**src/rtl/cpu_pkg.sv**
```systemverilog
// Core-wide constants and the fetch-stage state encoding; decode and the branch
// unit reuse XLEN and HALT_WORD from here.
package cpu_pkg;

  localparam int unsigned       XLEN      = 32;
  localparam logic [XLEN-1:0]   RESET_PC  = 32'h0000_0000;
  localparam logic [XLEN-1:0]   PC_STEP   = 32'd4;
  localparam logic [XLEN-1:0]   HALT_WORD = 32'hFFFF_FFFF;

  typedef enum logic {
    RUN    = 1'b0,
    HALTED = 1'b1
  } fetch_state_e;

endpackage

```
**src/rtl/if_fetch_unit_if.sv**
```systemverilog
// Fetch-stage bundle: IM address/data, redirect input, and the decode-facing slot.
// master = fetch unit side, slave = the IM/decode/branch environment.
interface if_fetch_unit_if;
  import cpu_pkg::*;

  logic [XLEN-1:0] im_addr;
  logic [XLEN-1:0] im_rdata;
  logic            redirect_valid;
  logic [XLEN-1:0] redirect_pc;
  logic            out_valid;
  logic            out_ready;
  logic [XLEN-1:0] out_instr;
  logic [XLEN-1:0] out_pc;
  logic            halted;
  logic [XLEN-1:0] fetch_count;

  modport master (
    output im_addr, out_valid, out_instr, out_pc, halted, fetch_count,
    input  im_rdata, redirect_valid, redirect_pc, out_ready
  );

  modport slave (
    input  im_addr, out_valid, out_instr, out_pc, halted, fetch_count,
    output im_rdata, redirect_valid, redirect_pc, out_ready
  );

endinterface

```
**src/rtl/if_fetch_unit_pc_reg.sv**
```systemverilog
// Program counter: load wins over increment; output is the register itself, so
// the address is valid from the edge that updates it; no backpressure of its own.
module pc_reg #(
  parameter logic [cpu_pkg::XLEN-1:0] RESET_PC = cpu_pkg::RESET_PC,
  parameter logic [cpu_pkg::XLEN-1:0] PC_STEP  = cpu_pkg::PC_STEP
) (
  input  logic                     clk_i,
  input  logic                     rst_i,
  input  logic                     load_i,
  input  logic [cpu_pkg::XLEN-1:0] load_pc_i,
  input  logic                     inc_i,
  output logic [cpu_pkg::XLEN-1:0] pc_o
);
  import cpu_pkg::*;

  logic [XLEN-1:0] pc_q;
  logic [XLEN-1:0] pc_d;

  // Sum is taken at XLEN bits so the top of the address space wraps to zero.
  always_comb begin
    pc_d = pc_q;
    if (load_i) begin
      pc_d = load_pc_i;
    end else if (inc_i) begin
      pc_d = pc_q + PC_STEP;
    end
  end

  always_ff @(posedge clk_i or posedge rst_i) begin
    if (rst_i) begin
      pc_q <= RESET_PC;
    end else begin
      pc_q <= pc_d;
    end
  end

  assign pc_o = pc_q;

endmodule

```
**src/rtl/if_fetch_unit.sv**
```systemverilog
// Instruction fetch: drives IM with the PC, captures the word into a one-entry slot
// one cycle later; decode stalls via out_ready, redirects flush the slot.
module if_fetch_unit #(
  parameter logic [cpu_pkg::XLEN-1:0] RESET_PC  = cpu_pkg::RESET_PC,
  parameter logic [cpu_pkg::XLEN-1:0] PC_STEP   = cpu_pkg::PC_STEP,
  parameter logic [cpu_pkg::XLEN-1:0] HALT_WORD = cpu_pkg::HALT_WORD
) (
  input  logic                  clk,
  input  logic                  rst,
  if_fetch_unit_if.master       bus
);
  import cpu_pkg::*;

  fetch_state_e    state_q;
  logic            out_valid_q;
  logic            halted_q;
  logic [XLEN-1:0] out_instr_q;
  logic [XLEN-1:0] out_pc_q;
  logic [XLEN-1:0] fetch_count_q;
  logic [XLEN-1:0] pc;

  logic advance;
  logic handshake;
  logic is_halt;
  logic capture;
  logic pc_inc;

  assign advance   = ~out_valid_q | bus.out_ready;
  assign handshake = out_valid_q & bus.out_ready;
  assign is_halt   = (bus.im_rdata == HALT_WORD);
  assign capture   = ~bus.redirect_valid & (state_q == RUN) & advance;
  // A captured halt word is still delivered, but the PC parks on its address.
  assign pc_inc    = capture & ~is_halt;

  pc_reg #(
    .RESET_PC (RESET_PC),
    .PC_STEP  (PC_STEP)
  ) u_pc_reg (
    .clk_i     (clk),
    .rst_i     (rst),
    .load_i    (bus.redirect_valid),
    .load_pc_i (bus.redirect_pc),
    .inc_i     (pc_inc),
    .pc_o      (pc)
  );

  always_ff @(posedge clk or posedge rst) begin
    if (rst) begin
      state_q       <= RUN;
      out_valid_q   <= 1'b0;
      halted_q      <= 1'b0;
      out_instr_q   <= '0;
      out_pc_q      <= '0;
      fetch_count_q <= '0;
    end else begin
      // A handshake completing on a redirect edge still counts as delivered.
      fetch_count_q <= fetch_count_q + {{(XLEN-1){1'b0}}, handshake};
      if (bus.redirect_valid) begin
        out_valid_q <= 1'b0;
        state_q     <= RUN;
        halted_q    <= 1'b0;
      end else begin
        case (state_q)
          RUN: begin
            if (advance) begin
              out_instr_q <= bus.im_rdata;
              out_pc_q    <= pc;
              out_valid_q <= 1'b1;
              if (is_halt) begin
                state_q  <= HALTED;
                halted_q <= 1'b1;
              end
            end
          end
          HALTED: begin
            if (bus.out_ready) begin
              out_valid_q <= 1'b0;
            end
          end
          default: begin
            state_q <= RUN;
          end
        endcase
      end
    end
  end

  assign bus.im_addr     = pc;
  assign bus.out_valid   = out_valid_q;
  assign bus.out_instr   = out_instr_q;
  assign bus.out_pc      = out_pc_q;
  assign bus.halted      = halted_q;
  assign bus.fetch_count = fetch_count_q;

endmodule
```
**src/flat_wrapper.sv**
```systemverilog
// flat-port wrapper written by rule: the top's interface ports become plain ports
module if_fetch_unit_flat import cpu_pkg::*;
#(
  parameter logic [cpu_pkg::XLEN-1:0] RESET_PC  = cpu_pkg::RESET_PC,
  parameter logic [cpu_pkg::XLEN-1:0] PC_STEP   = cpu_pkg::PC_STEP,
  parameter logic [cpu_pkg::XLEN-1:0] HALT_WORD = cpu_pkg::HALT_WORD
)
  (clk, rst, bus_im_addr, bus_out_valid, bus_out_instr, bus_out_pc, bus_halted, bus_fetch_count, bus_im_rdata, bus_redirect_valid, bus_redirect_pc, bus_out_ready);
  if_fetch_unit_if bus_i ();
  input  logic clk;
  input  logic rst;
  output wire logic [$bits(bus_i.im_addr)-1:0] bus_im_addr;
  output wire logic [$bits(bus_i.out_valid)-1:0] bus_out_valid;
  output wire logic [$bits(bus_i.out_instr)-1:0] bus_out_instr;
  output wire logic [$bits(bus_i.out_pc)-1:0] bus_out_pc;
  output wire logic [$bits(bus_i.halted)-1:0] bus_halted;
  output wire logic [$bits(bus_i.fetch_count)-1:0] bus_fetch_count;
  input wire logic [$bits(bus_i.im_rdata)-1:0] bus_im_rdata;
  input wire logic [$bits(bus_i.redirect_valid)-1:0] bus_redirect_valid;
  input wire logic [$bits(bus_i.redirect_pc)-1:0] bus_redirect_pc;
  input wire logic [$bits(bus_i.out_ready)-1:0] bus_out_ready;
  assign bus_im_addr = bus_i.im_addr;
  assign bus_out_valid = bus_i.out_valid;
  assign bus_out_instr = bus_i.out_instr;
  assign bus_out_pc = bus_i.out_pc;
  assign bus_halted = bus_i.halted;
  assign bus_fetch_count = bus_i.fetch_count;
  assign bus_i.im_rdata = bus_im_rdata;
  assign bus_i.redirect_valid = bus_redirect_valid;
  assign bus_i.redirect_pc = bus_redirect_pc;
  assign bus_i.out_ready = bus_out_ready;
  if_fetch_unit #(.RESET_PC(RESET_PC), .PC_STEP(PC_STEP), .HALT_WORD(HALT_WORD)) u_core (.clk(clk), .rst(rst), .bus(bus_i));
endmodule
```
**config.mk**
```make
export PLATFORM = sky130hd
export DESIGN_NAME = if_fetch_unit_flat
export DESIGN_NICKNAME = d
export VERILOG_FILES = /design/src/rtl/cpu_pkg.sv /design/src/rtl/if_fetch_unit_if.sv /design/src/rtl/if_fetch_unit_pc_reg.sv /design/src/rtl/if_fetch_unit.sv /design/src/flat_wrapper.sv
export SDC_FILE = /design/constraint.sdc
export NUM_CORES = 1
export LEC_CHECK = 0
export CORE_AREA = 2 2 109 190
export DETAILED_ROUTE_END_ITERATION = 8
export DIE_AREA = 0 0 111 192
export PLACE_DENSITY = 0.59
export SYNTH_ARGS = -nofsm -noshare
export SYNTH_HDL_FRONTEND = slang
export SYNTH_HIERARCHICAL = 1
export SYNTH_SLANG_ARGS = --single-unit
```
**constraint.sdc**
```tcl
create_clock -name clk -period 4.46 [get_ports clk]
set_input_delay 0.892 -clock clk [delete_from_list [all_inputs] [get_ports clk]]
set_output_delay 0.892 -clock clk [all_outputs]
set_load 0.02 [all_outputs]
```
Yosys cells after proc, flatten, opt, wreduce, memory -nomap -nowiden
Index checks and enable logic that the tools add are counted.
{"block": "word_totals", "regBits": 131, "in_bits": 68}
{"block": "op_classes", "addsub": 2, "n_eq_ne": 4, "muxes": 14, "bitwise_logic": 9, "n_reduce_logical": 6}
{"op": "two-way mux 32 bit", "n": 2}
{"op": "adder 32 x 1 -> 32 bit", "n": 1}
{"op": "adder 32 x 3 -> 32 bit (second input constant)", "n": 1}
{"op": "equality test 32 bit (second input constant)", "n": 1}
{"op": "two-way mux 1 bit", "n": 11}
{"op": "AND reduction 3 bit", "n": 2}
{"op": "nonzero test 2 bit", "n": 3}
{"op": "bitwise AND 1 bit", "n": 4}
{"op": "NOT 1 bit", "n": 4}
{"op": "!= test 3 x 2 -> 1 bit (second input constant)", "n": 1}
{"op": "!= test 3 bit (second input constant)", "n": 1}
{"op": "!= test 2 bit (second input constant)", "n": 1}
{"op": "one-hot mux 1 bit (2 select lines)", "n": 1}
{"op": "AND reduction 2 bit", "n": 1}
{"op": "bitwise OR 1 bit", "n": 1}

Logic depth before layout (Yosys ltp)
Gate-level depths: netlist of the first run.
{"block": "depth", "depth_word": 6, "mapped_depth": 11}

Cells and area by module
The synthesis of the first run kept the hierarchy.
{"module": "if_fetch_unit", "n_inst": 1, "cells_per_inst": 285, "area_per_inst_um2": 3995.1, "seq_area_each_um2": 2477.4}
{"module": "pc_reg", "n_inst": 1, "cells_per_inst": 203, "area_per_inst_um2": 1849.3, "seq_area_each_um2": 800.8}

Least setup slack after synthesis of the first run
No wires, ideal clock.
{"block": "synth_path", "path_kind": "input -> register", "startpoint": "input port bus_out_ready", "endpoint": "register u_core.u_pc_reg.pc_q[23] (netlist: u_core/u_pc_reg/pc_o[23])", "t_arrival_ns": 2.936, "path_slack_ns": 1.442, "stages": 11, "n_path_buf": 4, "path_cell_list": "nand2b_1 -> nand2_1 -> buf_2 -> buf_2 -> a21oi_1 -> and4_1 -> buf_4 -> nand2_2 -> buf_2 -> or4_1 -> a31oi_1"}
{"block": "synth_between", "elab_chain_len": 4}
{"item": "start: declaration", "line": "flat_wrapper.sv:21", "rtl": "input wire logic [$bits(bus_i.out_ready)-1:0] bus_out_ready;"}
{"item": "bitwise OR 1 bit", "line": "if_fetch_unit.sv:28", "rtl": "assign advance = ~out_valid_q | bus.out_ready;"}
{"item": "bitwise AND 1 bit", "line": "if_fetch_unit.sv:31", "rtl": "assign capture = ~bus.redirect_valid & (state_q == RUN) & advance;"}
{"item": "bitwise AND 1 bit", "line": "if_fetch_unit.sv:33", "rtl": "assign pc_inc = capture & ~is_halt;"}
{"item": "named net u_core.pc_inc", "line": "if_fetch_unit.sv:26", "rtl": "logic pc_inc;"}
{"item": "nonzero test 2 bit (no source line)"}
{"item": "end signal: assignment", "line": "if_fetch_unit_pc_reg.sv:33", "rtl": "pc_q <= pc_d;"}
{"item": "end: declaration", "line": "if_fetch_unit_pc_reg.sv:16", "rtl": "logic [XLEN-1:0] pc_q;"}
The timed path passes the listed nets, and every way through them passes these cells.
A chain may end at the register's enable or synchronous reset.

Final worst setup path of the first run
{"block": "layout_path", "startpoint": "input port bus_im_rdata[14]", "endpoint": "register u_core.u_pc_reg.pc_q[19] (netlist: u_core/u_pc_reg/pc_o[19])"}
{"block": "layout_between", "elab_chain_len": 4}
{"item": "start: declaration", "line": "flat_wrapper.sv:18", "rtl": "input wire logic [$bits(bus_i.im_rdata)-1:0] bus_im_rdata;"}
{"item": "equality test 32 bit", "line": "if_fetch_unit.sv:30", "rtl": "assign is_halt = (bus.im_rdata == HALT_WORD);"}
{"item": "NOT 1 bit", "line": "if_fetch_unit.sv:33"}
{"item": "bitwise AND 1 bit", "line": "if_fetch_unit.sv:33"}
{"item": "named net u_core.pc_inc", "line": "if_fetch_unit.sv:26"}
{"item": "nonzero test 2 bit (no source line)"}
The timed path passes the listed nets, and every way through them passes these cells.

==> results.sh, run 1 <==
export IMPL_detail_route_wl_per_cell_um=18.1
export IMPL_timing_hold_worst_class="flip-flop to flip-flop"
export IMPL_slew_headroom_pct=41.8
export IMPL_final_antenna_net_count=0
export IMPL_dp_slack_ns=0.605
export IMPL_post_cts_setup_buffer_count=0
export IMPL_place_congestion=0.890
export IMPL_power_density_cell_area_nw_per_um2=432
export IMPL_detail_route_wirelength_mm=17.1
export IMPL_report_final_setup_viol=0
export IMPL_final_critical_path_setup_slack_ns=1.16
export IMPL_synthCells=488
export IMPL_grt_pass1_vias=4998
export IMPL_mappedNetlistArea_um2=5840
export IMPL_count_of_hold_buffers_inserted_by_post_cts_repair=0
export IMPL_rsz_0062_raised_after_global_routing="no"
export IMPL_cp_data_arrival_time_ns=3.66
export IMPL_die_y_um=192
export IMPL_cp_slowest_cell="sky130_fd_sc_hd__nor4_1"
export IMPL_final_min_period_over_clock_period_pct=74.0
export IMPL_crit_path_start="bus_im_rdata[14]"
export IMPL_cts_htree_levels=4
export IMPL_globalRouteOverflowTotal=0
export IMPL_fp_dieW_um=111
export IMPL_design_die_area_um2=21300
export IMPL_critical_path_capture_point_type="flip-flop"
export IMPL_layout_cells_non_filler=946
export IMPL_peakVddDrop_mv=0.224
export IMPL_worst_path_most_repeated_cell="sky130_fd_sc_hd__and4_1"
export IMPL_syn_nets=559
export IMPL_time_the_final_worst_path_needs_with_i_o_delays_and_setup_ns=3.30
export IMPL_async_flop_share_pct=100
export IMPL_r2r_start="u_core/state_q"
export IMPL_ys_flop_type="sky130_fd_sc_hd__dfrtp_1"
export IMPL_nets=759
export IMPL_most_common_cell_after_layout_fill_and_taps_aside="sky130_fd_sc_hd__clkdlybuf4s50_1"
export IMPL_grt_first_pass_wirelength_mm=26.9
export IMPL_skew_ns=0.00887
export IMPL_initialDrtViolationCount=171
export IMPL_cts_buffer_count=17
export IMPL_initial_utilization_pct=29.7
export IMPL_core_area_um2=19700
export IMPL_grt_max_degree=69
export IMPL_static_leakage_power_uw=0.00351
export IMPL_timing_hold_ws_ns=0.473
export IMPL_final_max_slew_viol_count=0
export IMPL_synth_area_per_cell_um2=12.0
export IMPL_maximum_cell_stage_delay_along_the_critical_path_ns=0.70
export IMPL_most_common_layout_cells="sky130_fd_sc_hd__clkdlybuf4s50_1, sky130_fd_sc_hd__dfrtp_1, sky130_fd_sc_hd__mux2_2, sky130_fd_sc_hd__nand2_1, sky130_fd_sc_hd__nand4_1"
export IMPL_ys_ff_latch=131
export IMPL_outcome="finished, final reports clean"
export IMPL_worstHoldStart="u_core/bus.fetch_count[31]"
export IMPL_synth_yosys_warnings=6
export IMPL_timing_hold_violations_final=0
export IMPL_critical_path_peak_fanout=7
export IMPL_synth_enable_flop_cells=0
export IMPL_clock_sinks=131
export IMPL_clk_transition_reported_paths_ns=0.06
export IMPL_required_ns=4.82
export IMPL_max_clock_freq_mhz=303
export IMPL_port_buffer_count=197
export IMPL_area_growth_pct=49.0
export IMPL_std_cell_rows=68
export IMPL_critPathKind="input port to flip-flop"
export IMPL_ys_seq_area_share_pct=56.1
export IMPL_synth_top_cell_by_area="sky130_fd_sc_hd__dfrtp_1"
export IMPL_dpl_hpwl_mm=12.6
export IMPL_path_cells="clkdlybuf4s50_1, nand4_1, nor4_1, a21oi_1, and4_1, and4_1, a311o_1, nand3_1"
export IMPL_timing_worst_slew_pin_value_ns=0.873
export IMPL_ratio_of_cells_with_drive_above_1_in_the_final_layout_pct=16.7
export IMPL_distinct_cell_type_count_after_synthesis=44
export IMPL_route_detailed_drc=0
export IMPL_dr_pass1_iters=4
export IMPL_detailroute_via_count=4735
export IMPL_synth_top_cells_by_area="sky130_fd_sc_hd__dfrtp_1, sky130_fd_sc_hd__mux2_2, sky130_fd_sc_hd__xnor2_1"
export IMPL_ios=198
export IMPL_critical_path_start_type="input port"
export IMPL_setup_tns_final_ns=0
export IMPL_diodes=0
export IMPL_post_synth_top_area_fraction_pct=56.1
export IMPL_post_cts_resized_instances=0
export IMPL_dp_cells=914
export IMPL_grt_antenna_before_repair=0
export IMPL_total_routing_usage_gr_pct=16.3
export IMPL_routed_via_density=5.01
export IMPL_cts_root_buf="sky130_fd_sc_hd__clkbuf_16"
export IMPL_clock_insertion_delay_worst_skew_ns=0.43
export IMPL_clock_path_buffers=2
export IMPL_tritoncts="done"
export IMPL_drv_cap=0
export IMPL_final_core_utilization_pct=44.3
==> synthesized netlist by cell type, types with 5 or more instances <==
| library cell | count |
|---|---|
| sky130_fd_sc_hd__a31oi_1 | 10 |
| sky130_fd_sc_hd__and3_1 | 7 |
| sky130_fd_sc_hd__and4_1 | 7 |
| sky130_fd_sc_hd__buf_2 | 11 |
| sky130_fd_sc_hd__clkbuf_1 | 6 |
| sky130_fd_sc_hd__dfrtp_1 | 131 |
| sky130_fd_sc_hd__inv_1 | 8 |
| sky130_fd_sc_hd__mux2_2 | 66 |
| sky130_fd_sc_hd__nand2_1 | 40 |
| sky130_fd_sc_hd__nand3_1 | 23 |
| sky130_fd_sc_hd__nand4_1 | 31 |
| sky130_fd_sc_hd__nor2_1 | 19 |
| sky130_fd_sc_hd__nor3_1 | 5 |
| sky130_fd_sc_hd__nor4_1 | 9 |
| sky130_fd_sc_hd__o21ai_0 | 12 |
| sky130_fd_sc_hd__o31ai_1 | 8 |
| sky130_fd_sc_hd__or4_1 | 11 |
| sky130_fd_sc_hd__xnor2_1 | 27 |
| sky130_fd_sc_hd__xor2_1 | 15 |
==> cells by family (layout without fill, tap and decap cells) <==
kind of cell	Yosys count	after routing	synth area share (%)
AND/OR/NAND/NOR	168	168	16.5
buffers and inverters	31	244	2.42
adder cells (fa/ha/maj)	3	3	0.642
flip-flops	131	131	56.1
XOR/XNOR	42	42	6.29
multiplexers	67	67	12.9
AO/OA/AOI/OAI	46	46	5.16
==> layer usage <==
layer / GRT usage, % / vias up / share of wire (%)
li1: - / 2200 / -
met1: 17.3 / 2332 / 37
met2: 30.0 / 173 / 55
met3: 5.21 / 30 / 5.5
met4: 6.63 / 0 / 2.3
met5: 0 / - / 0
==> per-stage QoR <==
| step | instance area, um^2 | total power [uW] |
|---|---|---|
| after global placement | 8070 | 2260 |
| after global routing | 8710 | 3920 |
| after floorplan | 5840 | 1840 |
| final | 8710 | 3760 |
| after CTS | 8710 | 3820 |
| after detailed placement | 8070 | 2280 |
==> state kept, by name, indices dropped and copies added, names as in the netlist <==
name / flops
u_core/bus.out_pc: 32
u_core/bus.fetch_count: 32
u_core/bus.out_valid: 1
u_core/u_pc_reg/pc_o: 32
u_core/bus.out_instr: 32
u_core/state_q: 1
u_core/bus.halted: 1
==> worst paths after layout <==
| path | endpoint | slack [ns] | depth (start not counted) |
|---|---|---|---|
| setup / recovery | u_core/u_pc_reg/pc_o[19] | 1.16 | 8 |
| hold / removal | u_core/bus.fetch_count[31] | 0.47 | 1 |
| setup reg to reg | u_core/u_pc_reg/pc_o[23] | 1.93 | 7 |
| hold reg to reg | u_core/bus.fetch_count[31] | 0.47 | 1 |
| max in group asynchronous | u_core/bus.out_pc[21] | 2.65 | 3 |
| min in group asynchronous | u_core/u_pc_reg/pc_o[0] | 0.96 | 3 |
==> cell type report <==
| class | instances | area, um^2 |
|---|---|---|
| flip-flops and latches | 131 | 3280 |
| clock buffers | 21 | 470 |
| fillers | 1870 | 10900 |
| inverters | 9 | 36.3 |
| well taps | 245 | 307 |
| clock inverters | 11 | 175 |
| multi-input cells | 326 | 2430 |
| repair buffers | 203 | 2010 |
==> power by group <==
part	switching, uW	internal (uW)	total (uW)
logic	378	410	787
clock network	531	983	1510
registers	129	1330	1460
==> worst max-delay path: cells and delay by family <==
kind                   cells  cell delay [ns]
and+or+nand+nor            5             1.57
AOI/OAI and AO/OA          2             0.68
buffers and inverters      1             0.49
(Power assumes the default switching activity.)
==> run 2: changes to the inputs <==
clock period = 3.1 ns   (was 4.46 ns; I/O delays follow)
==> run 2 against run 1 <==
  * Total power grew 41%
  * Critical path depth grew 1
  * Core utilization grew 0.20 points
  * Clock power grew 36%
  * Sequential power grew 44%
  * Largest cell class unchanged
  * Die area is the same
  * Global-route usage grew 0.45 points
  * Combinational power grew 45%
  * Largest power group is now sequential cells
  * Critical path type unchanged
  * Clock skew is essentially flat
==> results.sh, run 2 (synthesis gave the netlist of run 1 again) <==
export IMPL_detail_route_wirelength_mm=17.4
export IMPL_critPathKind="input port to flip-flop"
export IMPL_most_common_cell_after_layout_fill_and_taps_aside="sky130_fd_sc_hd__clkdlybuf4s50_1"
export IMPL_nets=768
export IMPL_post_cts_setup_buffer_count=0
export IMPL_critical_path_start_type="input port"
export IMPL_dp_slack_ns=-0.265
export IMPL_required_ns=3.46
export IMPL_tritoncts="done"
export IMPL_internal_power_uw=3800
export IMPL_initialDrtViolationCount=149
export IMPL_detail_route_wl_per_cell_um=18.2
export IMPL_ios=198
export IMPL_final_min_period_over_clock_period_pct=90.6
export IMPL_static_leakage_power_uw=0.00355
export IMPL_timing_hold_violations_final=0
export IMPL_ratio_of_cells_with_drive_above_1_in_the_final_layout_pct=17.6
export IMPL_std_cell_rows=68
export IMPL_count_of_hold_buffers_inserted_by_post_cts_repair=0
export IMPL_route_detailed_drc=0
export IMPL_path_cells="clkdlybuf4s50_1, nand4_1, nor4_1, buf_4, a21oi_1, and4_1, and4_1, a311o_1, nand3_1"
export IMPL_slew_headroom_pct=39.7
export IMPL_port_buffer_count=197
export IMPL_cp_slowest_cell="sky130_fd_sc_hd__nor4_1"
export IMPL_net_switching_power_uw=1510
export IMPL_grt_first_pass_wirelength_mm=27.8
export IMPL_timing_worst_slew_pin_value_ns=0.905
export IMPL_cts_htree_levels=4
export IMPL_diodes=0
export IMPL_core_area_um2=19700
export IMPL_crit_buf_inv=2
export IMPL_power_total_uw=5300
export IMPL_detailroute_via_count=4772
export IMPL_pwr_share_comb_pct=21.6
export IMPL_timing_hold_worst_class="flip-flop to flip-flop"
export IMPL_critical_path_capture_point_type="flip-flop"
export IMPL_final_antenna_net_count=0
export IMPL_cpLargestDelayFamily="simple AND/OR/NAND/NOR gates"
export IMPL_worst_path_most_repeated_cell="sky130_fd_sc_hd__and4_1"
export IMPL_outcome="finished, final reports clean"
export IMPL_max_clock_freq_mhz=356
export IMPL_final_max_slew_viol_count=0
export IMPL_area_growth_pct=49.7
export IMPL_dpl_hpwl_mm=13.0
export IMPL_power_share_clock_pct=38.8
export IMPL_p_sw_share_pct=28.4
export IMPL_peakVddDrop_mv=0.508
export IMPL_most_common_layout_cells="sky130_fd_sc_hd__clkdlybuf4s50_1, sky130_fd_sc_hd__dfrtp_1, sky130_fd_sc_hd__mux2_2, sky130_fd_sc_hd__nand2_1, sky130_fd_sc_hd__nand4_1"
export IMPL_rsz_0062_raised_after_global_routing="no"
export IMPL_final_critical_path_setup_slack_ns=0.292
export IMPL_grt_max_degree=66
export IMPL_cp_data_arrival_time_ns=3.17
export IMPL_power_sequential_fraction_pct=39.6
export IMPL_clock_insertion_delay_worst_skew_ns=0.42
export IMPL_clk_transition_reported_paths_ns=0.06
export IMPL_grt_pass1_vias=5185
export IMPL_report_final_setup_viol=0
export IMPL_place_congestion=0.820
export IMPL_die_y_um=192
export IMPL_design_die_area_um2=21300
export IMPL_skew_ns=0.00869
export IMPL_globalRouteOverflowTotal=0
export IMPL_total_routing_usage_gr_pct=16.8
export IMPL_fp_dieW_um=111
export IMPL_maximum_cell_stage_delay_along_the_critical_path_ns=0.63
export IMPL_clock_sinks=131
export IMPL_cts_root_buf="sky130_fd_sc_hd__clkbuf_16"
export IMPL_dr_pass1_iters=4
export IMPL_routed_via_density=5.00
export IMPL_post_cts_resized_instances=0
export IMPL_power_density_cell_area_nw_per_um2=606
export IMPL_grt_antenna_before_repair=0
export IMPL_initial_utilization_pct=29.7
export IMPL_drv_cap=0
export IMPL_time_the_final_worst_path_needs_with_i_o_delays_and_setup_ns=2.81
export IMPL_clock_path_buffers=2
export IMPL_cts_buffer_count=17
export IMPL_critical_path_peak_fanout=3
==> run 2: cell type report <==
cell class,count,area [um^2]
clock buffer,20,447
tap,245,307
inverter,9,37.5
multi-input combinational,326,2430
clock inverter,12,156
fill,1846,10900
sequential,131,3280
timing repair buffer,212,2090
==> run 2: per-layer routing <==
layer  up-vias  part of all wire [%]  global-route usage (%)  wire [um]
li1       2212                     -                       -          -
met4         0                   1.5                    5.72        256
met2       152                    57                    32.7       9980
met5         -                     0                       0          0
met3        17                   5.4                    5.21        946
met1      2391                    36                    16.7       6240
==> run 2: power groups by stage <==
| stage | Sequential, uW | Combinational (uW) | Clock [uW] |
|---|---|---|---|
| final | 2100 | 1140 | 2060 |
| after global routing | 2140 | 1220 | 2190 |
| after CTS | 2110 | 1170 | 2130 |
| after detailed placement | 2130 | 1160 | 0 |
| after global placement | 2120 | 1140 | 0 |
| after floorplan | 2340 | 298 | 0 |
==> run 2: per-stage QoR <==
step	instances	hold slack (ns)	util (%)	cell area (um^2)	setup TNS, ns
2_1_floorplan	488	0.436	-	5850	0
3_3_place_gp	923	0.469	41.5	8150	-2.08
3_5_place_dp	923	0.465	41.5	8150	-4.33
4_1_cts	955	0.475	44.5	8750	0
5_1_grt	955	0.481	44.5	8750	0
6_report	955	0.472	44.5	8750	0
==> run 2: worst paths after layout <==
| path | start | to | slack (ns) | cells past startpoint |
|---|---|---|---|---|
| hold / removal | u_core/bus.fetch_count[31] | u_core/bus.fetch_count[31] | 0.47 | 1 |
| hold reg to reg | u_core/bus.fetch_count[31] | u_core/bus.fetch_count[31] | 0.47 | 1 |
| max in group asynchronous | rst | u_core/bus.out_pc[18] | 1.73 | 3 |
| setup / recovery | bus_im_rdata[29] | u_core/u_pc_reg/pc_o[19] | 0.29 | 9 |
| min in group asynchronous | rst | u_core/bus.fetch_count[9] | 0.66 | 2 |
| setup reg to reg | u_core/bus.out_valid | u_core/u_pc_reg/pc_o[31] | 0.74 | 7 |
